--- src/rtl/clk_pattern_gen.sv ---
// -----------------------------------------------------------------------------
// clk_pattern_gen
//   Programmable clock-pattern generator running from the system clock.
//   clk_out is a registered waveform: an optional phase delay after start, then
//   repeating periods of ton high cycles followed by toff low cycles.
//   A new configuration is taken over a valid/ready port into a pending slot and
//   only becomes active at a period boundary, so clk_out never glitches.
//
// Ports
//   clk         system clock, rising edge
//   rst         asynchronous active-high reset
//   en          run request (level); a stop takes effect only at a period end
//   cfg_valid   config offered this cycle
//   cfg_ready   pending slot empty, config can be accepted
//   cfg_phase   cycles from start to first rising edge of clk_out
//   cfg_ton     high cycles per period (>= 1)
//   cfg_toff    low cycles per period (>= 1)
//   cfg_err     one-cycle pulse when an accepted offer had ton or toff of zero
//   clk_out     generated waveform (registered)
//   rise_pulse  one-cycle pulse on the first high cycle of each period
//   busy        generator not idle
// -----------------------------------------------------------------------------
module clk_pattern_gen #(
    parameter int unsigned CNT_W = 16
) (
    input  logic             clk,
    input  logic             rst,
    input  logic             en,
    input  logic             cfg_valid,
    output logic             cfg_ready,
    input  logic [CNT_W-1:0] cfg_phase,
    input  logic [CNT_W-1:0] cfg_ton,
    input  logic [CNT_W-1:0] cfg_toff,
    output logic             cfg_err,
    output logic             clk_out,
    output logic             rise_pulse,
    output logic             busy
);

    localparam logic [1:0] S_IDLE  = 2'd0;
    localparam logic [1:0] S_PHASE = 2'd1;
    localparam logic [1:0] S_HIGH  = 2'd2;
    localparam logic [1:0] S_LOW   = 2'd3;

    localparam logic [CNT_W-1:0] CNT_ZERO = '0;
    localparam logic [CNT_W-1:0] CNT_ONE  = {{(CNT_W-1){1'b0}}, 1'b1};

    logic [1:0]       r_state;
    logic [CNT_W-1:0] r_cnt;

    logic             r_act_v;
    logic [CNT_W-1:0] r_act_ph;
    logic [CNT_W-1:0] r_act_ton;
    logic [CNT_W-1:0] r_act_toff;

    logic             r_pend_v;
    logic [CNT_W-1:0] r_pend_ph;
    logic [CNT_W-1:0] r_pend_ton;
    logic [CNT_W-1:0] r_pend_toff;

    logic             r_clk_out;
    logic             r_rise;
    logic             r_err;

    logic [1:0]       w_state_d;
    logic [CNT_W-1:0] w_cnt_d;
    logic             w_apply;
    logic             w_accept;
    logic             w_cfg_bad;
    logic             w_cnt_last;
    logic [CNT_W-1:0] w_eff_ph;
    logic [CNT_W-1:0] w_eff_ton;

    assign w_accept   = cfg_valid && !r_pend_v;
    assign w_cfg_bad  = (cfg_ton == CNT_ZERO) || (cfg_toff == CNT_ZERO);
    assign w_cnt_last = (r_cnt == CNT_ONE);

    // Every counter load point is also a pending-apply point, so the load value
    // comes from the pending slot whenever it is occupied.
    assign w_eff_ph  = r_pend_v ? r_pend_ph  : r_act_ph;
    assign w_eff_ton = r_pend_v ? r_pend_ton : r_act_ton;

    always_comb begin
        w_state_d = r_state;
        w_cnt_d   = r_cnt;
        w_apply   = 1'b0;
        case (r_state)
            S_IDLE: begin
                w_apply = r_pend_v;
                if (en && r_act_v) begin
                    if (w_eff_ph == CNT_ZERO) begin
                        w_state_d = S_HIGH;
                        w_cnt_d   = w_eff_ton;
                    end else begin
                        w_state_d = S_PHASE;
                        w_cnt_d   = w_eff_ph;
                    end
                end
            end
            S_PHASE: begin
                if (!en) begin
                    w_state_d = S_IDLE;
                    w_cnt_d   = CNT_ZERO;
                end else if (w_cnt_last) begin
                    w_apply   = r_pend_v;
                    w_state_d = S_HIGH;
                    w_cnt_d   = w_eff_ton;
                end else begin
                    w_cnt_d = r_cnt - CNT_ONE;
                end
            end
            S_HIGH: begin
                // Active config cannot change inside a period, so toff is stable.
                if (w_cnt_last) begin
                    w_state_d = S_LOW;
                    w_cnt_d   = r_act_toff;
                end else begin
                    w_cnt_d = r_cnt - CNT_ONE;
                end
            end
            S_LOW: begin
                if (w_cnt_last) begin
                    w_apply = r_pend_v;
                    if (en) begin
                        w_state_d = S_HIGH;
                        w_cnt_d   = w_eff_ton;
                    end else begin
                        w_state_d = S_IDLE;
                        w_cnt_d   = CNT_ZERO;
                    end
                end else begin
                    w_cnt_d = r_cnt - CNT_ONE;
                end
            end
            default: begin
                w_state_d = S_IDLE;
                w_cnt_d   = CNT_ZERO;
            end
        endcase
    end

    always_ff @(posedge clk or posedge rst) begin
        if (rst) begin
            r_state <= S_IDLE;
            r_cnt   <= CNT_ZERO;
        end else begin
            r_state <= w_state_d;
            r_cnt   <= w_cnt_d;
        end
    end

    // Apply and accept are exclusive: accept needs an empty pending slot,
    // apply needs an occupied one.
    always_ff @(posedge clk or posedge rst) begin
        if (rst) begin
            r_act_v     <= 1'b0;
            r_act_ph    <= CNT_ZERO;
            r_act_ton   <= CNT_ZERO;
            r_act_toff  <= CNT_ZERO;
            r_pend_v    <= 1'b0;
            r_pend_ph   <= CNT_ZERO;
            r_pend_ton  <= CNT_ZERO;
            r_pend_toff <= CNT_ZERO;
            r_err       <= 1'b0;
        end else begin
            r_err <= w_accept && w_cfg_bad;
            if (w_apply) begin
                r_act_v    <= 1'b1;
                r_act_ph   <= r_pend_ph;
                r_act_ton  <= r_pend_ton;
                r_act_toff <= r_pend_toff;
                r_pend_v   <= 1'b0;
            end else if (w_accept && !w_cfg_bad) begin
                r_pend_v    <= 1'b1;
                r_pend_ph   <= cfg_phase;
                r_pend_ton  <= cfg_ton;
                r_pend_toff <= cfg_toff;
            end
        end
    end

    // clk_out follows the HIGH state one cycle later; the cycle before a high
    // phase is always low (PHASE, LOW or IDLE), so a low r_clk_out marks the
    // first high cycle.
    always_ff @(posedge clk or posedge rst) begin
        if (rst) begin
            r_clk_out <= 1'b0;
            r_rise    <= 1'b0;
        end else begin
            r_clk_out <= (r_state == S_HIGH);
            r_rise    <= (r_state == S_HIGH) && !r_clk_out;
        end
    end

    assign cfg_ready  = !r_pend_v;
    assign cfg_err    = r_err;
    assign clk_out    = r_clk_out;
    assign rise_pulse = r_rise;
    assign busy       = (r_state != S_IDLE);

endmodule
--- config.mk ---
export PLATFORM = sky130hd
export DESIGN_NAME = clk_pattern_gen
export DESIGN_NICKNAME = d
export VERILOG_FILES = /design/src/rtl/clk_pattern_gen.sv
export SDC_FILE = /design/constraint.sdc
export NUM_CORES = 1
export LEC_CHECK = 0
export ABC_AREA = 1
export CAP_MARGIN = 10
export CORE_AREA = 3 3 143 145
export DETAILED_ROUTE_END_ITERATION = 12
export DIE_AREA = 0 0 146 148
export PLACE_DENSITY_LB_ADDON = 0.05
export SYNTH_ARGS = -nofsm -noshare
export SYNTH_HDL_FRONTEND = slang
export SYNTH_SLANG_ARGS = --single-unit
--- constraint.sdc ---
create_clock -name clk -period 6.1 [get_ports clk]
set_input_delay 1.83 -clock clk [delete_from_list [all_inputs] [get_ports clk]]
set_output_delay 1.83 -clock clk [all_outputs]
set_load 0.005 [all_outputs]
Yosys cells after proc, flatten, opt, wreduce, memory -nomap -nowiden --
Cells that the tools add are included.
Cells by class: eq/ne operators 8, add/subtract/negate cells 1, multiply operators 0, div/mod/pow operators 0, shifts and indexed selects 0, muxes and demuxes 23, reductions and logical operators 17, $lt $le $gt $ge 0, bitwise logic cells 1
Operators by type and width (count):
- two-way mux 16 bit | 9
- case mux 16 bit (4 select lines) | 1
- zero test 16 bit | 3
- == test 16 x 1 -> 1 bit (second input constant) | 1
- subtractor 16 x 1 -> 16 bit (second input constant) | 1
- two-way mux 2 bit | 7
- case mux 2 bit (4 select lines) | 1
- inequality test 2 bit (second input constant) | 3
- logical AND 1 bit | 5
- == test 2 bit (second input constant) | 2
- two-way mux 1 bit | 4
- AND reduction 4 bit | 1
- nonzero test 2 bit | 2
- zero test 1 bit | 3
- inequality test 3 bit (second input constant) | 1
- case mux 1 bit (3 select lines) | 1
- == test 2 x 1 -> 1 bit (second input constant) | 1
- zero test 2 bit | 1
- AND reduction 2 bit | 1
- logical OR 1 bit | 1
- inverter 1 bit | 1
Word-level totals: input port bits 52, bits in read-only memories 0, memories 0, bits in registers 119, output and inout port bits 5, RAM bits 0, latch bits 0, logic and storage cells 63

Longest topological paths before layout --
depth in word-level cells 6, depth in mapped cells 14, mapped depth without buffers 14

Least setup slack after synthesis --
OpenSTA, ideal clock, no wires.
kind input to register, start input port cfg_ton[8], end register r_pend_v, data arrival time 2864 ps, stages on the path 8, setup slack 3106 ps, buffers on the path 2, setup time 130 ps, data required time 5970 ps, cells stage by stage nor4_1 -> nand4_1 -> nand2_1 -> inv_1 -> nand2_1 -> buf_2 -> buf_2 -> o21ai_0
On the way: longest elaborated chain between the ends 5
Ends and longest elaborated chain:
- start: declaration | line 32 | input logic [CNT_W-1:0] cfg_ton,
- zero test 16 bit | line 75 | assign w_cfg_bad = (cfg_ton == CNT_ZERO) || (cfg_toff == CNT_ZERO);
- logical OR 1 bit | line 75
- zero test 1 bit | line 173 | end else if (w_accept && !w_cfg_bad) begin
- logical AND 1 bit | line 173
- nonzero test 2 bit (no line)
- end signal: assignment | line 160 | r_pend_v <= 1'b0;
- end signal: assignment | line 172 | r_pend_v <= 1'b0;
- end signal: assignment | line 174 | r_pend_v <= 1'b1;
- end: declaration | line 56 | logic r_pend_v;
Every way passes these cells. A chain may end at the register's enable or synchronous reset.

Worst setup path in the final report --
start input port cfg_ton[12], end register r_pend_toff[2]
On the way: longest elaborated chain between the ends 5
Ends and longest elaborated chain:
- zero test 16 bit | line 75
- logical OR 1 bit | line 75
- zero test 1 bit | line 173
- logical AND 1 bit | line 173
- AND reduction 2 bit (no line)
- end signal: assignment | line 177 | r_pend_toff <= cfg_toff;
- end: declaration | line 59 | logic [CNT_W-1:0] r_pend_toff;
Every way passes these cells.

==> impl_metrics.env <==
export IMPL_rows=51
export IMPL_timing_rr_start="r_cnt[1]"
export IMPL_syn_area_um2=6748
export IMPL_grt_overflow=0
export IMPL_max_cap_violations=0
export IMPL_grt_antenna_before_repair=0
export IMPL_wl_per_cell_um=14.55
export IMPL_synthCells=983
export IMPL_grt_util_all_layers=0.1836
export IMPL_ctsResizeCount=0
export IMPL_clk_latency_ps=420
export IMPL_drtIter0Drc=409
export IMPL_htree_levels=4
export IMPL_period_needed_ps=4032
export IMPL_hold_path_class="reg2reg"
export IMPL_min_from="clk_out"
export IMPL_core_area_um2=19330
export IMPL_r2r_end="r_act_toff[0]"
export IMPL_syn_num_nets=1037
export IMPL_report_power_total_mw=2.046
export IMPL_r2r_cells=12
export IMPL_p_int_mw=1.599
export IMPL_layout_nets=1075
export IMPL_min_to="rise_pulse"
export IMPL_arrival_ps=4390
export IMPL_worstMarginPinSlew_ps=987.8
export IMPL_outcome="finished clean"
export IMPL_period_share=0.6610
export IMPL_cts_buffers_inserted=17
export IMPL_vdd_drop_max_uv=192.2
export IMPL_antenna_left=0
export IMPL_cts_setup_buffers=0
export IMPL_io_buffers=56
export IMPL_syn_avg_cell_area_um2=6.864
export IMPL_fmax_ghz=0.2480
export IMPL_r2r_slack_ps=3570
export IMPL_drt_wl_total_um=18880
export IMPL_viasPerCell=4.654
export IMPL_finalHoldViolCount=0
export IMPL_boundaryPins=57
export IMPL_p_leak_nw=4.226
export IMPL_grt_max_degree=77
export IMPL_cts_tree="done"
export IMPL_powerDensity_nw_per_um2=251.7
export IMPL_max_slew_margin=0.3390
export IMPL_power_share_combinational=0.053
export IMPL_p_seq_frac=0.400
export IMPL_drive_gt1_frac=0.05905
export IMPL_yosysWarningCount=0
export IMPL_path_clk_slew_ps=60
export IMPL_critPathCaptureType="flip-flop"
export IMPL_cts_sinks=119
export IMPL_vias=6041
export IMPL_switching_share=0.2183
export IMPL_synthDistinctLibCells=29
export IMPL_routabilityCongestion=0.8704
export IMPL_grt_pass1_wl_um=31590
export IMPL_critPathRequiredTime_ps=6460
export IMPL_drt_pass1_iter_count=5
export IMPL_diodes=0
export IMPL_first_global_vias=5863
export IMPL_drv_slew=0
export IMPL_rsz0062_at_grt="false"
export IMPL_synth_seq_cells=119
export IMPL_drc=0
export IMPL_cp_max_fo=50
export IMPL_dpl_cell_area_um2=7477
export IMPL_path_class="in2reg"
export IMPL_power_switching_mw=0.4467
export IMPL_syn_to_final_growth_pct=20.49
export IMPL_fin_hold_ws_ps=430.5
export IMPL_dp_hpwl_um=13460
export IMPL_clock_skew_ps=7.082
export IMPL_clock_power_share=0.548
export IMPL_die_area_um2=21610
export IMPL_holdPathStages=1
export IMPL_start_util=0.3490
export IMPL_stdcell_area_um2=8130
export IMPL_synth_seq_area_share=0.4413
export IMPL_clockBufferDepth=2
export IMPL_root_buffer="clkbuf_16"
export IMPL_start_kind="primary input"
export IMPL_die_h_um=148
export IMPL_cts_hold_buf=0
export IMPL_setup_viol=0
export IMPL_fp_dieW_um=146
export IMPL_finalSetupTns_ps=0
[power by group through the flow]
| stage | registers [mW] | clock network (mW) | logic (mW) |
|---|---|---|---|
| 6_report | 0.818 | 1.12 | 0.108 |
| 3_3_place_gp | 0.832 | 0 | 0.109 |
| 5_1_grt | 0.820 | 1.18 | 0.124 |
| 2_1_floorplan | 0.828 | 0 | 0.0529 |
| 4_1_cts | 0.818 | 1.14 | 0.110 |
| 3_5_place_dp | 0.832 | 0 | 0.110 |
[cells in the final DEF (no fill, tap or decap)]
cell / count
inv_2: 4
a31oi_1: 2
nor2_1: 43
nor3_1: 2
or2_1: 1
clkbuf_16: 17
clkinv_2: 1
inv_6: 1
bufinv_16: 5
nand2_2: 4
a21oi_1: 13
nor2_4: 6
nand3b_1: 13
ha_1: 2
nor2_2: 1
clkinv_4: 2
or2_2: 1
o21ai_1: 16
buf_4: 8
clkbuf_1: 1
o21ai_0: 37
o21ai_2: 2
inv_4: 1
clkbuf_8: 2
inv_1: 79
nor4_1: 8
nand2_4: 2
dfrtp_1: 119
nand2_1: 455
clkdlybuf4s50_1: 56
xor2_1: 2
nand3_1: 118
nand4_1: 2
nor2_8: 2
o21bai_1: 3
clkinvlp_4: 2
[cells by family after synthesis]
| kind of cell | share of synthesized area |
|---|---|
| AO/OA/AOI/OAI | 0.05674 |
| adder cells (fa/ha/maj) | 0.003708 |
| AND/OR/NAND/NOR | 0.4141 |
| XOR/XNOR | 0.002596 |
| buffers and inverters | 0.08158 |
| flip-flops | 0.4413 |
[state kept, by name (all words and copies together) (netlist names), named ones only]
register     cells
r_state          1
rise_pulse       1
r_pend_ph       16
r_pend_ton      16
r_pend_toff     16
r_act_v          1
r_cnt           16
r_act_toff      16
r_act_ton       16
clk_out          1
r_act_ph        16
r_pend_v         1
cfg_err          1
[worst max-delay path, cell delays in order]
cell,delay [ps]
clkdlybuf4s50_1,420
nor4_1,380
nand4_1,180
nand2_1,100
inv_1,40
buf_4,280
nand2_1,520
buf_4,430
nand2_1,100
nand2_1,70
[worst max-delay path by stage]
stage | from | slack [ps] | endpoint
finish | cfg_ton[12] | 2070 | r_pend_toff[2]
global route | cfg_ton[12] | 1730 | r_pend_toff[2]
CTS | cfg_ton[12] | 1950 | r_pend_ton[1]
detailed placement | cfg_ton[12] | 1500 | r_pend_toff[2]
global placement | cfg_ton[12] | 1580 | r_pend_toff[6]
floorplan | rst | 1110 | async pin
[cell usage after synthesis]
| cell | count | area share |
|---|---|---|
| a21oi_1 | 13 | 0.0096 |
| dfrtp_1 | 119 | 0.44 |
| or2_2 | 1 | 0.00093 |
| buf_4 | 2 | 0.0022 |
| ha_1 | 2 | 0.0037 |
| buf_6 | 4 | 0.0067 |
| buf_2 | 23 | 0.017 |
| nand3b_1 | 13 | 0.014 |
| o21ai_0 | 37 | 0.027 |
| nor2_4 | 5 | 0.0083 |
| xor2_1 | 2 | 0.0026 |
| clkbuf_1 | 15 | 0.0083 |
| o21bai_1 | 3 | 0.0033 |
| nand2_2 | 4 | 0.0037 |
| o21ai_1 | 16 | 0.012 |
| a31oi_1 | 2 | 0.0019 |
| inv_2 | 4 | 0.0022 |
| nand3_1 | 118 | 0.088 |
| nor2_1 | 45 | 0.025 |
| nand4_1 | 2 | 0.0019 |
| nand2_1 | 455 | 0.25 |
| buf_1 | 1 | 0.00056 |
| nor4_1 | 8 | 0.0074 |
| or2_1 | 1 | 0.00093 |
| nor3_1 | 2 | 0.0015 |
| o21ai_2 | 2 | 0.0026 |
| nor2_8 | 2 | 0.0059 |
| inv_1 | 80 | 0.045 |
| nand2_4 | 2 | 0.0033 |
[layout make-up]
class	count	area, µm²
Fill cell	2054	11200
Clock inverter	11	196.4
Sequential cell	119	2978
Tap cell	265	331.6
Timing Repair Buffer	64	620.6
Clock buffer	20	456.7
Multi-Input combinational cell	735	3229
Inverter	84	317.8
[per-layer routing]
metal | global-route usage | vias up | wire length (µm)
li1 | - | 3164 | -
met1 | 0.2703 | 2747 | 9875
met2 | 0.2761 | 116 | 8149
met3 | 0.03403 | 14 | 586
met4 | 0.05456 | 0 | 272
met5 | 0 | - | 0
[per-stage QoR]
step,utilization,std cells,setup slack (ps)
floorplan,-,983,1113
CTS,0.4205,1298,1949
global placement,0.3867,1267,1580
detailed placement,0.3867,1267,1503
global route,0.4205,1298,1729
finish,0.4205,1298,2068
Note: power is estimated with default switching activity, not from simulation.
==> RTL edit 1: new RTL, config.mk and constraints unchanged <==
Register the output `cfg_err` once more, cleared by the reset; this adds one clock of latency there. The other outputs are not delayed to match. Comments in the files are not updated.
--- a/src/rtl/clk_pattern_gen.sv
+++ b/src/rtl/clk_pattern_gen.sv
@@ -193,7 +193,13 @@
     end
 
     assign cfg_ready  = !r_pend_v;
-    assign cfg_err    = r_err;
+    always_ff @(posedge clk or posedge rst) begin
+        if (rst) begin
+            cfg_err <= '0;
+        end else begin
+            cfg_err <= r_err;
+        end
+    end
     assign clk_out    = r_clk_out;
     assign rise_pulse = r_rise;
     assign busy       = (r_state != S_IDLE);
Function: changed (a bounded check fails within 4 cycles, from zero or initial values and one cycle with rst high).
==> RTL edit 1 against the original RTL <==
Worst hold slack lost 67 ps. Count of clock-buffer cells in the layout is the same. Sequential cell count grew 1. Fmax shrank 2.2%. Routed wire length shrank 0.64%. Total power shrank 0.54%. Final area grew 0.25%. Worst setup slack lost 89 ps. Clock skew grew 2.0 ps. Area after synthesis grew 0.37%. Critical path type unchanged. Largest cell class unchanged.
==> RTL edit 1: results (changes against the original RTL) <==
| Metric | Value |
|---|---|
| Critical R2R Launch | `r_cnt[1]` |
| Internal power | `1.60 mW (-0.24%)` |
| Clock Power | `1.10 mW` |
| FF-to-FF path depth | `12 (unchanged)` |
| RR Endpoint | `r_act_toff[15]` |
| Vias per inst | `4.66 (+0.20%)` |
| Final-layout fill cell count | `2102 (+2.3%)` |
| LEAKAGE | `4.23 nW (+0.18%)` |
| Vias in the first global route | `5764 (-1.7%)` |
| Initial antenna violation count | `0 (unchanged)` |
| Share of cells above drive strength 1 | `5.71% (-0.19 points)` |
| Hold endpoint | `cfg_err` |
| Antenna cells | `0 (unchanged)` |
| XOR/XNOR share of the synthesized area | `0.259% (-0.00096 points)` |
| Clock share of power | `54.1% (-0.7 points)` |
| Data arrival, critical path | `4470 ps (+80 ps)` |
| Met3 routed WL | `710 um (+21%)` |
| Post-cts sizing count | `0 (unchanged)` |
| Largest net degree at the start of global routing | `75 (-2.6%)` |
| VDD IR max | `0.163 mV (-15%)` |
| CP max FO | `50 (unchanged)` |
| Synth Area in Compound Gates | `5.65% (-0.021 points)` |
| P_seq | `824 uW (+0.7%)` |
| Reg clk slew, reported paths | `60 ps (about the same)` |
| Primary FF master, synth | `dfrtp_1` |
| Reg2Reg Setup Slack | `3630 ps (+60 ps)` |
| First-pass GRT wire length | `31000 um (-1.8%)` |
| Synth top area cells | `dfrtp_1, nand2_1, nand3_1` |
| GR Util All Layers | `17.9% (-0.43 points)` |
| Clock Tree Root | `clkbuf_16` |
| Hold depth | `0 (-1)` |
| DR iter-0 viols | `396 (-3.2%)` |
| Wl on met1 | `9760 um (-1.1%)` |
| Sequential fraction of the synthesis area | `44.3% (+0.21 points)` |
| HP Start | `r_err` |
| Input/output buffers | `56 (unchanged)` |
| Max Clock Skew | `9.12 ps (+2.04 ps)` |
| Worst skew pair latency | `410 ps` |
| Async SR Flop Fraction | `100% (unchanged)` |
| First-pass detailed-route iteration total | `5 (unchanged)` |
| Met1 Resource Use GR | `26.3% (-0.69 points)` |
| Postcts setup bufs | `0 (unchanged)` |
| Worst slew margin | `31.6% (-2.3 points)` |
| Dpl hpwl | `13400 um (-0.42%)` |
| Met2 Wirelength | `8050 um (-1.2%)` |
| Syn nets | `1038 (+0.096%)` |
| Grt met3 use | `3.80% (+0.40 points)` |
| Top Layer Used | `met4` |
| Synth Area in Adders | `0.369% (-0.0014 points)` |
| Final GP Congestion | `0.864 (-0.72%)` |
| Commonest cells post-synth | `nand2_1, dfrtp_1, nand3_1, inv_1, nor2_1` |
| Final wirelength | `18800 um (-0.64%)` |
| Met2 Track Usage GR | `27.0% (-0.65 points)` |
| Status | `finished clean` |
## RTL edit 1: area by class of cell
class	instances	area (um^2)	share of cell area, %
Clock buffer	20	447	5.48
Clock inverter	11	196	2.41
Inverter	84	318	3.90
Multi-Input combinational cell	735	3230	39.6
Sequential cell	120	3000	36.8
Tap cell	265	332	4.07
Timing Repair Buffer	63	626	7.68
## RTL edit 1: how the worst max path moves through the flow
stage	from	end	slack, ps	cells after the start
floorplan	rst	async pin	1080	1
global placement	cfg_toff[4]	r_pend_toff[5]	1470	10
detailed placement	cfg_toff[4]	r_pend_ton[5]	1410	10
CTS	cfg_toff[4]	r_pend_ton[5]	1850	10
global route	cfg_toff[5]	r_pend_toff[13]	1670	10
finish	cfg_toff[4]	r_pend_ton[5]	1980	10
## RTL edit 1: cells by family (layout without fill, tap and decap cells)
family,Yosys count,after routing
fa+ha+maj,2,2
flops,120,120
buf+inv,129,178
xor+xnor,2,2
simple gates,658,658
compound gates,73,73
## RTL edit 1: metrics by stage
| stage | utilization [%] | cell area (um^2) | hold slack (ps) | instances | setup WS [ps] |
|---|---|---|---|---|---|
| floorplan | - | 6770 | 331 | 984 | 1080 |
| finish | 42.2 | 8150 | 363 | 1298 | 1980 |
| global route | 42.2 | 8150 | 382 | 1298 | 1670 |
| CTS | 42.2 | 8150 | 364 | 1298 | 1850 |
| global placement | 38.8 | 7510 | 351 | 1267 | 1470 |
| detailed placement | 38.8 | 7510 | 343 | 1267 | 1410 |
## RTL edit 1: worst max-delay path: stages
cell             delay [ps]
clkdlybuf4s50_1         420
nor4_1                  460
nand4_1                 200
nand2_1                  90
inv_1                    40
buf_4                   270
nand2_1                 520
buf_4                   430
nand2_1                 110
nand2_1                  80
==> RTL edit 2: new RTL, same flow settings <==
Made on the original files. Set the parameter `CNT_W` to 20 (it was 16).
--- a/src/rtl/clk_pattern_gen.sv
+++ b/src/rtl/clk_pattern_gen.sv
@@ -21,7 +21,7 @@
 //   busy        generator not idle
 // -----------------------------------------------------------------------------
 module clk_pattern_gen #(
-    parameter int unsigned CNT_W = 16
+    parameter int unsigned CNT_W = 20
 ) (
     input  logic             clk,
     input  logic             rst,
Ports: changed (resized cfg_phase, cfg_toff and cfg_ton); port bits go from 57 to 69. No check against the original RTL was run, so the function may have changed too.
==> RTL edit 2 against the original RTL <==
Final area grew 16%. First-iteration DRC count rose by 34%. Area after synthesis rose by 19%. Cell count grew 12%. Non-clock buffer count increased by 13. Routed wire length rose by 13%. Worst setup slack improved by 330 ps. Sequential cell count up 28. Highest routed layer unchanged. Worst hold slack gained 41 ps.
Power is not compared: it rests on default switching activity, and its combinational part moved more than twofold at a synthesized area within 25%.
==> RTL edit 2: results (changes against the original RTL) <==
| Metric | Value |
|---|---|
| Status | `finished clean` |
| Vias in the first global route | `6507 (+11%)` |
| Drt wl/cell | `14.8 um (+1.6%)` |
| Hold Path Class | `flop to flop` |
| Share of cells above drive strength 1 | `5.91% (+0.0070 points)` |
| HP Start | `r_pend_toff[9]` |
| Reg2Reg Setup Slack | `3010 ps (-560 ps)` |
| Synth Area in Adders | `0.311% (-0.060 points)` |
| Largest net degree at the start of global routing | `102 (+32%)` |
| Synth top area cells | `dfrtp_1, nand2_1, o21ai_0` |
| Synth cell types | `35 (+21%)` |
| Worst slew margin | `28.8% (-5.1 points)` |
| VDD IR max | `0.198 mV` |
| Dpl hpwl | `15200 um (+13%)` |
| Worst skew pair latency | `430 ps` |
| Final hold slack | `472 ps (+41.2 ps)` |
| Max Clock Skew | `7.75 ps (+0.667 ps)` |
| Met2 Track Usage GR | `31.9% (+4.3 points)` |
| Cts bufs inserted | `17 (unchanged)` |
| Reg clk slew, reported paths | `60 ps (about the same)` |
| Synth Area in Compound Gates | `13.3% (+7.6 points)` |
| Final GP Congestion | `0.869 (-0.20%)` |
| Postcts setup bufs | `0 (unchanged)` |
| XOR/XNOR share of the synthesized area | `0.761% (+0.50 points)` |
| Fin crit period | `3700 ps (-335 ps)` |
| Primary FF master, synth | `dfrtp_1` |
| Met1 Resource Use GR | `29.5% (+2.5 points)` |
| Critical R2R Launch | `r_cnt[8]` |
| CP max FO | `12 (-76%)` |
| Async SR Flop Fraction | `100% (unchanged)` |
| First-pass GRT wire length | `35300 um (+12%)` |
| GR Util All Layers | `20.6% (+2.2 points)` |
| Hold endpoint | `r_act_toff[9]` |
| FF-to-FF path depth | `11 (-1)` |
| Clock Tree Root | `clkbuf_16` |
| H-tree levels | `4 (unchanged)` |
| Initial antenna violation count | `0 (unchanged)` |
| Data arrival, critical path | `1870 ps (-2520 ps)` |
| Input/output buffers | `68 (+21%)` |
| Syn nets | `1198 (+16%)` |
| Commonest cells post-synth | `nand2_1, dfrtp_1, inv_1, o21ai_0, nor2_1` |
| DP Worst Slack | `2040 ps (+541 ps)` |
| Final-layout fill cell count | `1946 (-5.3%)` |
| Post-Place Cell Area | `0.00884 mm^2 (+18%)` |
| RR Endpoint | `r_act_toff[10]` |
| DR iter-0 viols | `548 (+34%)` |
| Hold depth | `2 (+1)` |
| Vias per inst | `4.83 (+3.8%)` |
| Antenna cells | `0 (unchanged)` |
| Sequential fraction of the synthesis area | `45.7% (+1.5 points)` |
| Grt met3 use | `4.32% (+0.92 points)` |
| First-pass detailed-route iteration total | `5 (unchanged)` |
[RTL edit 2: report_power, final]
part | switching (mW) | internal [mW]
clock network | 0.428 | 0.626
registers | 0.0936 | 1.11
logic | 0.292 | 0.170
[RTL edit 2: worst max-delay path by stage]
stage                     startpoint        endpoint  slack (ps)  cells past startpoint
after detailed placement          en  r_act_toff[10]        2040                      9
after global routing            flop            busy        2300                      3
after CTS                       flop            busy        2390                      3
final                           flop            busy        2400                      3
after global placement            en  r_act_toff[10]        2030                      9
after floorplan                  rst       async pin         320                      1
[RTL edit 2: final cells by class]
cell class	instances	area, um^2	share of cell area, %
clock buffer	21	460	4.89
tap	265	332	3.52
timing repair buffer	77	748	7.94
sequential	147	3680	39.0
clock inverter	10	124	1.31
multi-input combinational	778	3510	37.2
inverter	151	574	6.09
[RTL edit 2: layer usage]
| layer | vias to the layer above | wire (um) |
|---|---|---|
| met5 | - | 0 |
| met3 | 20 | 931 |
| li1 | 3601 | - |
| met4 | 0 | 354 |
| met2 | 145 | 9760 |
| met1 | 3234 | 10400 |
[RTL edit 2: critical path, stage by stage (launching register included)]
cell	delay, ps
dfrtp_1	440
nor2_1	80
inv_1	330
clkdlybuf4s50_1	580
[RTL edit 2: per-stage QoR]
stage / power (mW) / cells
6_report: 2.72 / 1449
5_1_grt: 2.88 / 1449
3_5_place_dp: 1.69 / 1418
4_1_cts: 2.74 / 1449
3_3_place_gp: 1.68 / 1418
2_1_floorplan: 1.51 / 1132
